### src/rtl/mem_arbiter_if.sv
// rtl/mem_arbiter_if.sv - requester and byte-wide RAM/IO bus bundle for mem_arbiter
// Purpose: groups the fetch port, the load/store port and the external byte port
//          so they travel together as one module port.
// Signals:
//   if_req, if_addr, if_done, if_data           instruction-fetch handshake (word reads)
//   ls_req, ls_we, ls_width, ls_addr, ls_wdata,
//   ls_done, ls_rdata                           load/store handshake
//   mem_din, mem_dout, mem_a, mem_wr            byte-wide RAM/IO port
//   io_buffer_full                              IO output back-pressure
// Modports:
//   master  arbiter side (owns the RAM port, answers the requesters)
//   slave   requesters and RAM side
interface mem_arbiter_if #(
   parameter int ADDR_W = 32
);
   logic              if_req;
   logic [ADDR_W-1:0] if_addr;
   logic              if_done;
   logic [31:0]       if_data;

   logic              ls_req;
   logic              ls_we;
   logic [1:0]        ls_width;
   logic [ADDR_W-1:0] ls_addr;
   logic [31:0]       ls_wdata;
   logic              ls_done;
   logic [31:0]       ls_rdata;

   logic [7:0]        mem_din;
   logic [7:0]        mem_dout;
   logic [ADDR_W-1:0] mem_a;
   logic              mem_wr;
   logic              io_buffer_full;

   modport master (
      input  if_req, if_addr, ls_req, ls_we, ls_width, ls_addr, ls_wdata,
             mem_din, io_buffer_full,
      output if_done, if_data, ls_done, ls_rdata, mem_dout, mem_a, mem_wr
   );

   modport slave (
      output if_req, if_addr, ls_req, ls_we, ls_width, ls_addr, ls_wdata,
             mem_din, io_buffer_full,
      input  if_done, if_data, ls_done, ls_rdata, mem_dout, mem_a, mem_wr
   );
endinterface

### src/rtl/mem_arbiter.sv
// rtl/mem_arbiter.sv - fetch / load-store arbiter onto a single byte-wide RAM/IO port
// Purpose: grants one of two requesters (fetch, load/store), splits the access into
//          1, 2 or 4 little-endian byte transactions and returns the assembled word
//          or store completion with a one-cycle done pulse.
// Ports:
//   clk_in    system clock
//   rst_in    synchronous active-low reset
//   rdy_in    global ready; low freezes everything and suppresses mem_wr
//   clear_in  pipeline flush; aborts reads, lets stores finish
//   bus       mem_arbiter_if.master (requester handshakes and RAM/IO byte port)
// Configuration:
//   MEM_ARB_IO_STALL_EN  when defined, stores to IO space (addr[17:16] == IO_HI)
//                        stall while io_buffer_full is high; otherwise it is ignored.
module mem_arbiter #(
   parameter int         ADDR_W = 32,
   parameter logic [1:0] IO_HI  = 2'b11
) (
   input  logic          clk_in,
   input  logic          rst_in,
   input  logic          rdy_in,
   input  logic          clear_in,
   mem_arbiter_if.master bus
);

   localparam logic [1:0] S_IDLE  = 2'd0;
   localparam logic [1:0] S_IF_RD = 2'd1;
   localparam logic [1:0] S_LS_RD = 2'd2;
   localparam logic [1:0] S_LS_WR = 2'd3;

   logic [1:0]        state;
   logic [2:0]        cnt;        // reads: cycles spent in state; writes: byte index on the bus
   logic [2:0]        n_q;        // bytes in the current access
   logic              last_ls;    // 1 when load/store received the most recent grant
   logic              io_q;       // latched "address is in IO space"
   logic [31:0]       rd_buf;
   logic [31:0]       rd_next;
   logic [31:0]       wbuf;       // store bytes still to be sent, next one in [7:0]
   logic [ADDR_W-1:0] mem_a_q;
   logic [7:0]        mem_dout_q;
   logic              wr_q;
   logic              if_done_q;
   logic              ls_done_q;
   logic [31:0]       if_data_q;
   logic [31:0]       ls_rdata_q;
   logic              stall;
   logic              grant_if;

   function automatic logic [2:0] width_bytes(input logic [1:0] w);
      case (w)
         2'd0:    return 3'd1;
         2'd1:    return 3'd2;
         default: return 3'd4;
      endcase
   endfunction

`ifdef MEM_ARB_IO_STALL_EN
   assign stall = (state == S_LS_WR) && io_q && bus.io_buffer_full;
`else
   logic unused_io;
   assign stall     = 1'b0;
   assign unused_io = io_q ^ bus.io_buffer_full;
`endif

   // Tie goes to whichever side did not win last time.
   assign grant_if = bus.if_req && (!bus.ls_req || last_ls);

   // The byte arriving now belongs to the address presented in the previous
   // active cycle, i.e. byte index cnt-1.
   always_comb begin
      rd_next = rd_buf;
      case (cnt)
         3'd1:    rd_next[7:0]   = bus.mem_din;
         3'd2:    rd_next[15:8]  = bus.mem_din;
         3'd3:    rd_next[23:16] = bus.mem_din;
         3'd4:    rd_next[31:24] = bus.mem_din;
         default: rd_next = rd_buf;
      endcase
   end

   always_ff @(posedge clk_in) begin
      if (!rst_in) begin
         state      <= S_IDLE;
         cnt        <= '0;
         n_q        <= '0;
         last_ls    <= 1'b1;
         io_q       <= 1'b0;
         rd_buf     <= '0;
         wbuf       <= '0;
         mem_a_q    <= '0;
         mem_dout_q <= '0;
         wr_q       <= 1'b0;
         if_done_q  <= 1'b0;
         ls_done_q  <= 1'b0;
         if_data_q  <= '0;
         ls_rdata_q <= '0;
      end else if (rdy_in) begin
         if_done_q <= 1'b0;
         ls_done_q <= 1'b0;
         case (state)
            S_IDLE: begin
               // Requests are ignored in a done cycle: the requester is still
               // dropping its req there.
               if (!clear_in && !if_done_q && !ls_done_q) begin
                  if (grant_if) begin
                     state   <= S_IF_RD;
                     last_ls <= 1'b0;
                     mem_a_q <= bus.if_addr;
                     n_q     <= 3'd4;
                     cnt     <= '0;
                     rd_buf  <= '0;
                  end else if (bus.ls_req) begin
                     last_ls <= 1'b1;
                     mem_a_q <= bus.ls_addr;
                     n_q     <= width_bytes(bus.ls_width);
                     cnt     <= '0;
                     rd_buf  <= '0;
                     io_q    <= (bus.ls_addr[17:16] == IO_HI);
                     if (bus.ls_we) begin
                        state      <= S_LS_WR;
                        wr_q       <= 1'b1;
                        mem_dout_q <= bus.ls_wdata[7:0];
                        wbuf       <= {8'd0, bus.ls_wdata[31:8]};
                     end else begin
                        state <= S_LS_RD;
                     end
                  end
               end
            end

            S_IF_RD, S_LS_RD: begin
               if (clear_in) begin
                  state   <= S_IDLE;
                  mem_a_q <= '0;
               end else begin
                  rd_buf <= rd_next;
                  if (cnt == n_q) begin
                     state   <= S_IDLE;
                     mem_a_q <= '0;
                     if (state == S_IF_RD) begin
                        if_done_q <= 1'b1;
                        if_data_q <= rd_next;
                     end else begin
                        ls_done_q  <= 1'b1;
                        ls_rdata_q <= rd_next;
                     end
                  end else begin
                     cnt <= cnt + 3'd1;
                     // Stop advancing once the last address is on the bus.
                     if ((cnt + 3'd1) < n_q) begin
                        mem_a_q <= mem_a_q + ADDR_W'(1);
                     end
                  end
               end
            end

            S_LS_WR: begin
               // clear_in is deliberately ignored: stores only issue at commit.
               if (!stall) begin
                  if ((cnt + 3'd1) == n_q) begin
                     state     <= S_IDLE;
                     wr_q      <= 1'b0;
                     mem_a_q   <= '0;
                     ls_done_q <= 1'b1;
                  end else begin
                     cnt        <= cnt + 3'd1;
                     mem_a_q    <= mem_a_q + ADDR_W'(1);
                     mem_dout_q <= wbuf[7:0];
                     wbuf       <= {8'd0, wbuf[31:8]};
                  end
               end
            end

            default: state <= S_IDLE;
         endcase
      end
   end

   assign bus.mem_a    = mem_a_q;
   assign bus.mem_dout = mem_dout_q;
   assign bus.mem_wr   = wr_q && rdy_in && !stall;
   assign bus.if_done  = if_done_q;
   assign bus.if_data  = if_data_q;
   assign bus.ls_done  = ls_done_q;
   assign bus.ls_rdata = ls_rdata_q;

endmodule

### src/flat_wrapper.sv
// flat-port wrapper written by rule: the top's interface ports become plain ports
module mem_arbiter_flat 
#(
   parameter int         ADDR_W = 32,
   parameter logic [1:0] IO_HI  = 2'b11
)
  (clk_in, rst_in, rdy_in, clear_in, bus_if_req, bus_if_addr, bus_ls_req, bus_ls_we, bus_ls_width, bus_ls_addr, bus_ls_wdata, bus_mem_din, bus_io_buffer_full, bus_if_done, bus_if_data, bus_ls_done, bus_ls_rdata, bus_mem_dout, bus_mem_a, bus_mem_wr);
  mem_arbiter_if #(.ADDR_W(ADDR_W)) bus_i ();
  input  logic clk_in;
  input  logic rst_in;
  input  logic rdy_in;
  input  logic clear_in;
  input wire logic [$bits(bus_i.if_req)-1:0] bus_if_req;
  input wire logic [$bits(bus_i.if_addr)-1:0] bus_if_addr;
  input wire logic [$bits(bus_i.ls_req)-1:0] bus_ls_req;
  input wire logic [$bits(bus_i.ls_we)-1:0] bus_ls_we;
  input wire logic [$bits(bus_i.ls_width)-1:0] bus_ls_width;
  input wire logic [$bits(bus_i.ls_addr)-1:0] bus_ls_addr;
  input wire logic [$bits(bus_i.ls_wdata)-1:0] bus_ls_wdata;
  input wire logic [$bits(bus_i.mem_din)-1:0] bus_mem_din;
  input wire logic [$bits(bus_i.io_buffer_full)-1:0] bus_io_buffer_full;
  output wire logic [$bits(bus_i.if_done)-1:0] bus_if_done;
  output wire logic [$bits(bus_i.if_data)-1:0] bus_if_data;
  output wire logic [$bits(bus_i.ls_done)-1:0] bus_ls_done;
  output wire logic [$bits(bus_i.ls_rdata)-1:0] bus_ls_rdata;
  output wire logic [$bits(bus_i.mem_dout)-1:0] bus_mem_dout;
  output wire logic [$bits(bus_i.mem_a)-1:0] bus_mem_a;
  output wire logic [$bits(bus_i.mem_wr)-1:0] bus_mem_wr;
  assign bus_i.if_req = bus_if_req;
  assign bus_i.if_addr = bus_if_addr;
  assign bus_i.ls_req = bus_ls_req;
  assign bus_i.ls_we = bus_ls_we;
  assign bus_i.ls_width = bus_ls_width;
  assign bus_i.ls_addr = bus_ls_addr;
  assign bus_i.ls_wdata = bus_ls_wdata;
  assign bus_i.mem_din = bus_mem_din;
  assign bus_i.io_buffer_full = bus_io_buffer_full;
  assign bus_if_done = bus_i.if_done;
  assign bus_if_data = bus_i.if_data;
  assign bus_ls_done = bus_i.ls_done;
  assign bus_ls_rdata = bus_i.ls_rdata;
  assign bus_mem_dout = bus_i.mem_dout;
  assign bus_mem_a = bus_i.mem_a;
  assign bus_mem_wr = bus_i.mem_wr;
  mem_arbiter #(.ADDR_W(ADDR_W), .IO_HI(IO_HI)) u_core (.clk_in(clk_in), .rst_in(rst_in), .rdy_in(rdy_in), .clear_in(clear_in), .bus(bus_i));
endmodule
### config.mk
export PLATFORM = sky130hd
export DESIGN_NAME = mem_arbiter_flat
export DESIGN_NICKNAME = d
export VERILOG_FILES = /design/src/rtl/mem_arbiter_if.sv /design/src/rtl/mem_arbiter.sv /design/src/flat_wrapper.sv
export SDC_FILE = /design/constraint.sdc
export NUM_CORES = 1
export LEC_CHECK = 0
export CAP_MARGIN = 10
export CORE_MARGIN = 5
export CORE_UTILIZATION = 50
export CTS_BUF_LIST = sky130_fd_sc_hd__clkbuf_4
export DETAILED_ROUTE_END_ITERATION = 10
export PLACE_DENSITY = 0.92
export SYNTH_ARGS = -nofsm -noshare
export SYNTH_HDL_FRONTEND = slang
export SYNTH_SLANG_ARGS = --single-unit
### constraint.sdc
create_clock -name clk_in -period 2.8 [get_ports clk_in]
set_clock_uncertainty 0.1 [all_clocks]
set_input_delay 0.84 -clock clk_in [delete_from_list [all_inputs] [get_ports clk_in]]
set_output_delay 0.84 -clock clk_in [all_outputs]
set_load 0.1 [all_outputs]
==> out/results.md, run 1 <==
| Quantity | Value |
|:---|:---|
| CTS Hold Bufs | 0 |
| Total power draw | 5480 µW |
| Total of flip-flops plus latches after synthesis | 172 |
| Area of the die | 18400 µm² |
| Die boundary height | 136 µm |
| Post-layout util | 0.667 |
| Most common cell after layout, fill and taps aside | dfxtp_1 |
| Req. time, crit path | 1.86 ns |
| Maximum level of the CTS H-tree | 4 |
| Minimum period implied by the final worst setup slack | 2.67 ns |
| Start point of the worst hold path | u_core.rd_buf[18] |
| Arr. time, crit path | 1.73 ns |
| Worst min path class | flop to flop |
| Overflow left after global routing | 0 |
| Worst Path Buf+Inv | 2 |
| # Post-CTS Setup Buffers | 0 |
| Most used flip-flop cell after synthesis | dfxtp_1 |
| Via count of the routed design | 7780 |
| Part of the Yosys area used for sequential elements | 0.435 |
| Fmax | 374 MHz |
| Clock Sinks | 172 |
| HPWL reported at the end of detailed placement | 16.9 mm |
| Resized Gates After CTS | 0 |
| Area growth, synth to finish | 32.6% |
| Max-slew headroom | 0.220 |
| Crit path largest cell delay | 0.51 ns |
| Type of destination of the critical path | output pin |
| Ant. Diodes | 0 |
| Fraction of the cycle the final worst path needs | 0.955 |
| Cell area after synthesis | 7910 µm² |
| Vias in the first global route | 7496 |
| Unrepaired setup endpoints after global routing | false |
| Cell with the biggest individual delay on the critical path | clkdlybuf4s50_1 |
| Global-route wire length before repair | 36.6 mm |
| Floorplan Core Area | 15700 µm² |
| Number of distinct library cells after synthesis | 55 |
| ANT nets after route | 0 |
| RR Startpoint | u_core.cnt[0] |
| Worst voltage drop across the vdd grid | 0.282 mV |
| Endpoints failing hold | 0 |
| Kind of cell adding the most delay to the critical path | buffers and inverters |
| Drt drc | 0 |
| Violation count after the first detailed-routing iteration | 622 |
| TritonCTS clock tree | yes |
| Clock latency on the worst-skew pair | 0.58 ns |
| FFs w/ async S/R, synth | 0 |
| Share of post-route cells with drive strength above 1 | 0.163 |
| Worst-Margin Slew | 1.17 ns |
| Final cell count without fillers | 1389 |
| Placement Rows | 46 |
| Max_cap viols | 0 |
| Placed Cells | 1357 |
| Multi-input gate area in the final layout | 4050 µm² |
| Root buffer selected by CTS | clkbuf_4 |
| Global placer's final weighted congestion | 0.840 |
| Cell chain of the critical path | clkdlybuf4s50_1 > and2_1 > buf_12 |
| Clock buffers created by TritonCTS | 17 |
| Width of the chip | 136 µm |
| IO buf count | 219 |
| Initial Utilization | 0.503 |
| Type of origin of the critical path | primary input |
| Drt pass-1 iters | 5 |
| Power density of the placed cells | 522 nW/µm² |
| Number of primary I/O pins | 221 |
| Clock slew seen by the registers of the worst setup and hold paths | 0.13 ns |
| Nets | 1288 |
| Final Routed Wirelength | 23.3 mm |
| Area taken by flip-flops and latches | 3450 µm² |
| Total global-route track usage | 0.245 |
| Post-Synthesis Mean Instance Area | 8.30 µm² |
| Highest fanout seen on the critical path | 3 |
| Start point of the critical path | rdy_in |
| Total of endpoints with negative setup slack in the final report | 0 |
| Critical setup path kind | primary input to output pin |
| Yosys warning count | 0 |
| Net count of the mapped netlist | 1081 |
| Maximum number of pins on one net before global-route repair | 58 |
| Most used cells in the layout excluding fill and tap cells | dfxtp_1, nor2_1, buf_4 |
| Count of flip-flops with a built-in enable after synthesis | 0 |
| Routed WL per cell | 16.8 µm |
| Fillcell total | 1277 |
| Vias/cell | 5.60 |
| Outcome | completed |
| Static leakage | 0.00397 µW |
| Antenna violations before repair | 0 |
| Number of cells produced by synthesis | 953 |
| Maximum buffer depth of the clock tree | 2 |
| Pins over their slew limit | 0 |
[worst paths after layout]
kind                                             to  slack [ns]  cells past startpoint
worst max register to register  u_core.bus.mem_a[9]        0.20                     11
worst min register to register    u_core.rd_buf[18]        0.36                      2
worst min-delay path              u_core.rd_buf[18]        0.36                      2
worst max-delay path                     bus_mem_wr        0.13                      3
[report_power, final]
| part | leakage [µW] | internal, µW | switching (µW) |
|---|---|---|---|
| Sequential | 0.00139 | 2540 | 83.8 |
| Combinational | 0.00242 | 462 | 964 |
| Clock | 0.000151 | 528 | 898 |
[Yosys cell counts (all sizes together), types with 2 or more instances]
master	count	share of area
a211oi	90	0.085
a21o	3	0.0028
a21oi	69	0.044
a22oi	9	0.0085
a31oi	10	0.0079
a41oi	2	0.0022
and2	4	0.0032
and3	8	0.0063
buf	21	0.012
clkbuf	45	0.021
dfxtp	172	0.44
ha	14	0.022
inv	38	0.018
mux2	2	0.0028
mux2i	59	0.075
nand2	94	0.045
nand2b	7	0.0055
nand3	19	0.013
nand4	6	0.0047
nor2	145	0.070
nor2b	4	0.0032
nor3	11	0.0090
nor4	5	0.0040
o211ai	10	0.0095
o21ai	36	0.023
o22ai	34	0.027
o31ai	3	0.0035
o32a	6	0.0076
o32ai	7	0.0078
or2	2	0.0016
or3	2	0.0022
xor2	2	0.0022
[layer usage]
layer	share of wire	track usage	up-vias
met4	0.021	0.0862	0
li1	-	-	3829
met2	0.50	0.429	311
met5	0	0	-
met1	0.41	0.291	3589
met3	0.077	0.0635	51
[worst min-delay path: cells and delay by family, from the launching register on]
family / cells / cell delay, ns
DFF: 1 / 0.33
buffers and inverters: 1 / 0.05
AOI/OAI and AO/OA: 1 / 0.05
[logic make-up after synthesis]
kind of cell / share of synthesized area
xor+xnor: 0.00222
compound gates: 0.236
flops: 0.435
simple gates: 0.175
fa+ha+maj: 0.0222
buf+inv: 0.0521
mux: 0.0775
[layout make-up]
cell class / instances / area share
Multi-Input combinational cell: 676 / 0.387
Sequential cell: 172 / 0.329
Timing Repair Buffer: 254 / 0.219
Tap cell: 216 / 0.0258
Clock inverter: 15 / 0.0141
Inverter: 39 / 0.0141
Clock buffer: 17 / 0.0122
[through the flow]
stage | setup WS, ns | cell area, µm² | TNS, ns | hold slack, ns
6_report | 0.127 | 10500 | 0 | 0.364
3_5_place_dp | -0.0835 | 10200 | -0.666 | 0.342
4_1_cts | 0.125 | 10500 | 0 | 0.359
3_3_place_gp | 0.0145 | 10200 | 0 | 0.333
5_1_grt | 0.00995 | 10500 | 0 | 0.389
2_1_floorplan | 0.0246 | 7910 | 0 | 0.325
[sequential cells by signal, summed over array words and instances (netlist names), 2 cells and up]
register / cells
u_core.bus.mem_dout: 8
u_core.wbuf: 24
u_core.n_q: 3
u_core.bus.if_data: 32
u_core.bus.mem_a: 32
u_core.rd_buf: 32
u_core.bus.ls_rdata: 32
u_core.cnt: 3
u_core.state: 2
No activity file was read; power rests on OpenSTA's default activity.
==> inputs of run 2 (changes only) <==
Settings changed: RECOVER_POWER set to 25.
==> run 2 against run 1 <==
Clock-buffer cell count stayed put. Sequential share of layout area up 0.50 points. Global-route usage stayed put. Critical path depth stayed put. Setup slack got worse by 0.070 ns. Routed wire length hardly changed. Design area down 1.5%. Critical path type unchanged. Highest routed layer unchanged.
==> out/results.md, run 2 (synthesis results as in run 1) <==
| Quantity | Value |
|:---|:---|
| Arr. time, crit path | 1.80 ns |
| HPWL reported at the end of detailed placement | 16.9 mm |
| Final setup TNS | 0 ns |
| IO buf count | 219 |
| Overflow left after global routing | 0 |
| Clock slew seen by the registers of the worst setup and hold paths | 0.13 ns |
| Sequential power share | 0.481 |
| Total of endpoints with negative setup slack in the final report | 0 |
| Total power draw | 5450 µW |
| Maximum number of pins on one net before global-route repair | 58 |
| Most used cells in the layout excluding fill and tap cells | dfxtp_1, nor2_1, clkdlybuf4s50_1 |
| Top routing layer in use | met4 |
| Outcome | completed |
| Maximum level of the CTS H-tree | 4 |
| Most common cell after layout, fill and taps aside | dfxtp_1 |
| Fraction of the cycle the final worst path needs | 0.980 |
| Minimum period implied by the final worst setup slack | 2.74 ns |
| Fmax | 365 MHz |
| Clock network power share | 0.261 |
| Endpoints failing hold | 0 |
| Total global-route track usage | 0.245 |
| Initial Utilization | 0.503 |
| Number of primary I/O pins | 221 |
| Ant. Diodes | 0 |
| Final cell count without fillers | 1389 |
| Placed Cells | 1357 |
| Req. time, crit path | 1.86 ns |
| Routed WL per cell | 16.8 µm |
| Width of the chip | 136 µm |
| ANT nets after route | 0 |
| Worst-Margin Slew | 1.17 ns |
| Power density of the placed cells | 527 nW/µm² |
| Die boundary height | 136 µm |
| Fillcell total | 1319 |
| Global-route wire length before repair | 36.6 mm |
| Met3 Wirelength | 1.83 mm |
| Met2 wire len | 11.6 mm |
| Max-slew headroom | 0.219 |
| CTS Hold Bufs | 0 |
| Root buffer selected by CTS | clkbuf_4 |
| TritonCTS clock tree | yes |
| Clock Sinks | 172 |
| Share of post-route cells with drive strength above 1 | 0.159 |
| Worst voltage drop across the vdd grid | 0.283 mV |
| # Post-CTS Setup Buffers | 0 |
| Fraction of power consumed by combinational cells | 0.258 |
| Highest fanout seen on the critical path | 3 |
| Pins over their slew limit | 0 |
| Nets | 1288 |
| Clock latency on the worst-skew pair | 0.57 ns |
| Final Routed Wirelength | 23.3 mm |
| NetSw | 1940 µW |
| Net switching share of the total power | 0.356 |
| Via count of the routed design | 7811 |
| Drt pass-1 iters | 5 |
| Global placer's final weighted congestion | 0.840 |
| Type of destination of the critical path | output pin |
| Met1 layer wirelength in the final routing | 9.37 mm |
| Type of origin of the critical path | primary input |
| Area growth, synth to finish | 30.6% |
| Vias in the first global route | 7496 |
| Maximum buffer depth of the clock tree | 2 |
| Antenna violations before repair | 0 |
| Resized Gates After CTS | 0 |
| Drt drc | 0 |
| Placement Rows | 46 |
| Vias/cell | 5.62 |
| Clock buffers created by TritonCTS | 17 |
| Internal power | 3510 µW |
| Critical setup path kind | primary input to output pin |
| Area of the die | 18400 µm² |
| Floorplan Core Area | 15700 µm² |
| Violation count after the first detailed-routing iteration | 628 |
| Static leakage | 0.00391 µW |
| Worst min path class | flop to flop |
| Unrepaired setup endpoints after global routing | false |
| Max_cap viols | 0 |
run 2: cell type report:
type | instances | area (µm²) | share of cell area
Clock buffer | 17 | 128 | 0.0124
Inverter | 39 | 148 | 0.0143
Multi-Input combinational cell | 676 | 4050 | 0.392
Tap cell | 216 | 270 | 0.0262
Clock inverter | 15 | 148 | 0.0143
Sequential cell | 172 | 3450 | 0.334
Timing Repair Buffer | 254 | 2140 | 0.207
run 2: layer usage:
metal | vias to the layer above | track usage
met5 | - | 0
met4 | 0 | 0.0862
met3 | 49 | 0.0635
met2 | 320 | 0.429
met1 | 3597 | 0.291
li1 | 3845 | -
run 2: final timing paths:
path,end,cells past startpoint,slack [ns],startpoint
setup / recovery,bus_mem_wr,3,0.06,rdy_in
hold / removal,u_core.rd_buf[18],2,0.36,u_core.rd_buf[18]
setup reg to reg,u_core.bus.mem_a[9],11,0.18,u_core.cnt[0]
hold reg to reg,u_core.rd_buf[18],2,0.36,u_core.rd_buf[18]
run 2: through the flow:
stage | cell area [µm²] | hold WS, ns | util | setup WS, ns
2_1_floorplan | 7910 | 0.325 | - | 0.0246
3_3_place_gp | 10200 | 0.333 | 0.650 | 0.0145
3_5_place_dp | 10200 | 0.342 | 0.650 | -0.0835
4_1_cts | 10500 | 0.359 | 0.667 | 0.125
5_1_grt | 10300 | 0.389 | 0.657 | 0.00993
6_report | 10300 | 0.361 | 0.657 | 0.0574
run 2: power groups by stage:
| stage | Sequential, µW | Combinational (µW) | Clock (µW) |
|---|---|---|---|
| global placement | 2670 | 1400 | 0 |
| finish | 2620 | 1400 | 1420 |
| floorplan | 3200 | 425 | 0 |
| CTS | 2620 | 1430 | 1430 |
| detailed placement | 2670 | 1420 | 0 |
| global route | 2640 | 1480 | 1540 |
run 2: worst max-delay path, cell delays in order:
cell,delay [ns]
dlygate4sd3_1,0.58
and2_1,0.19
buf_12,0.19
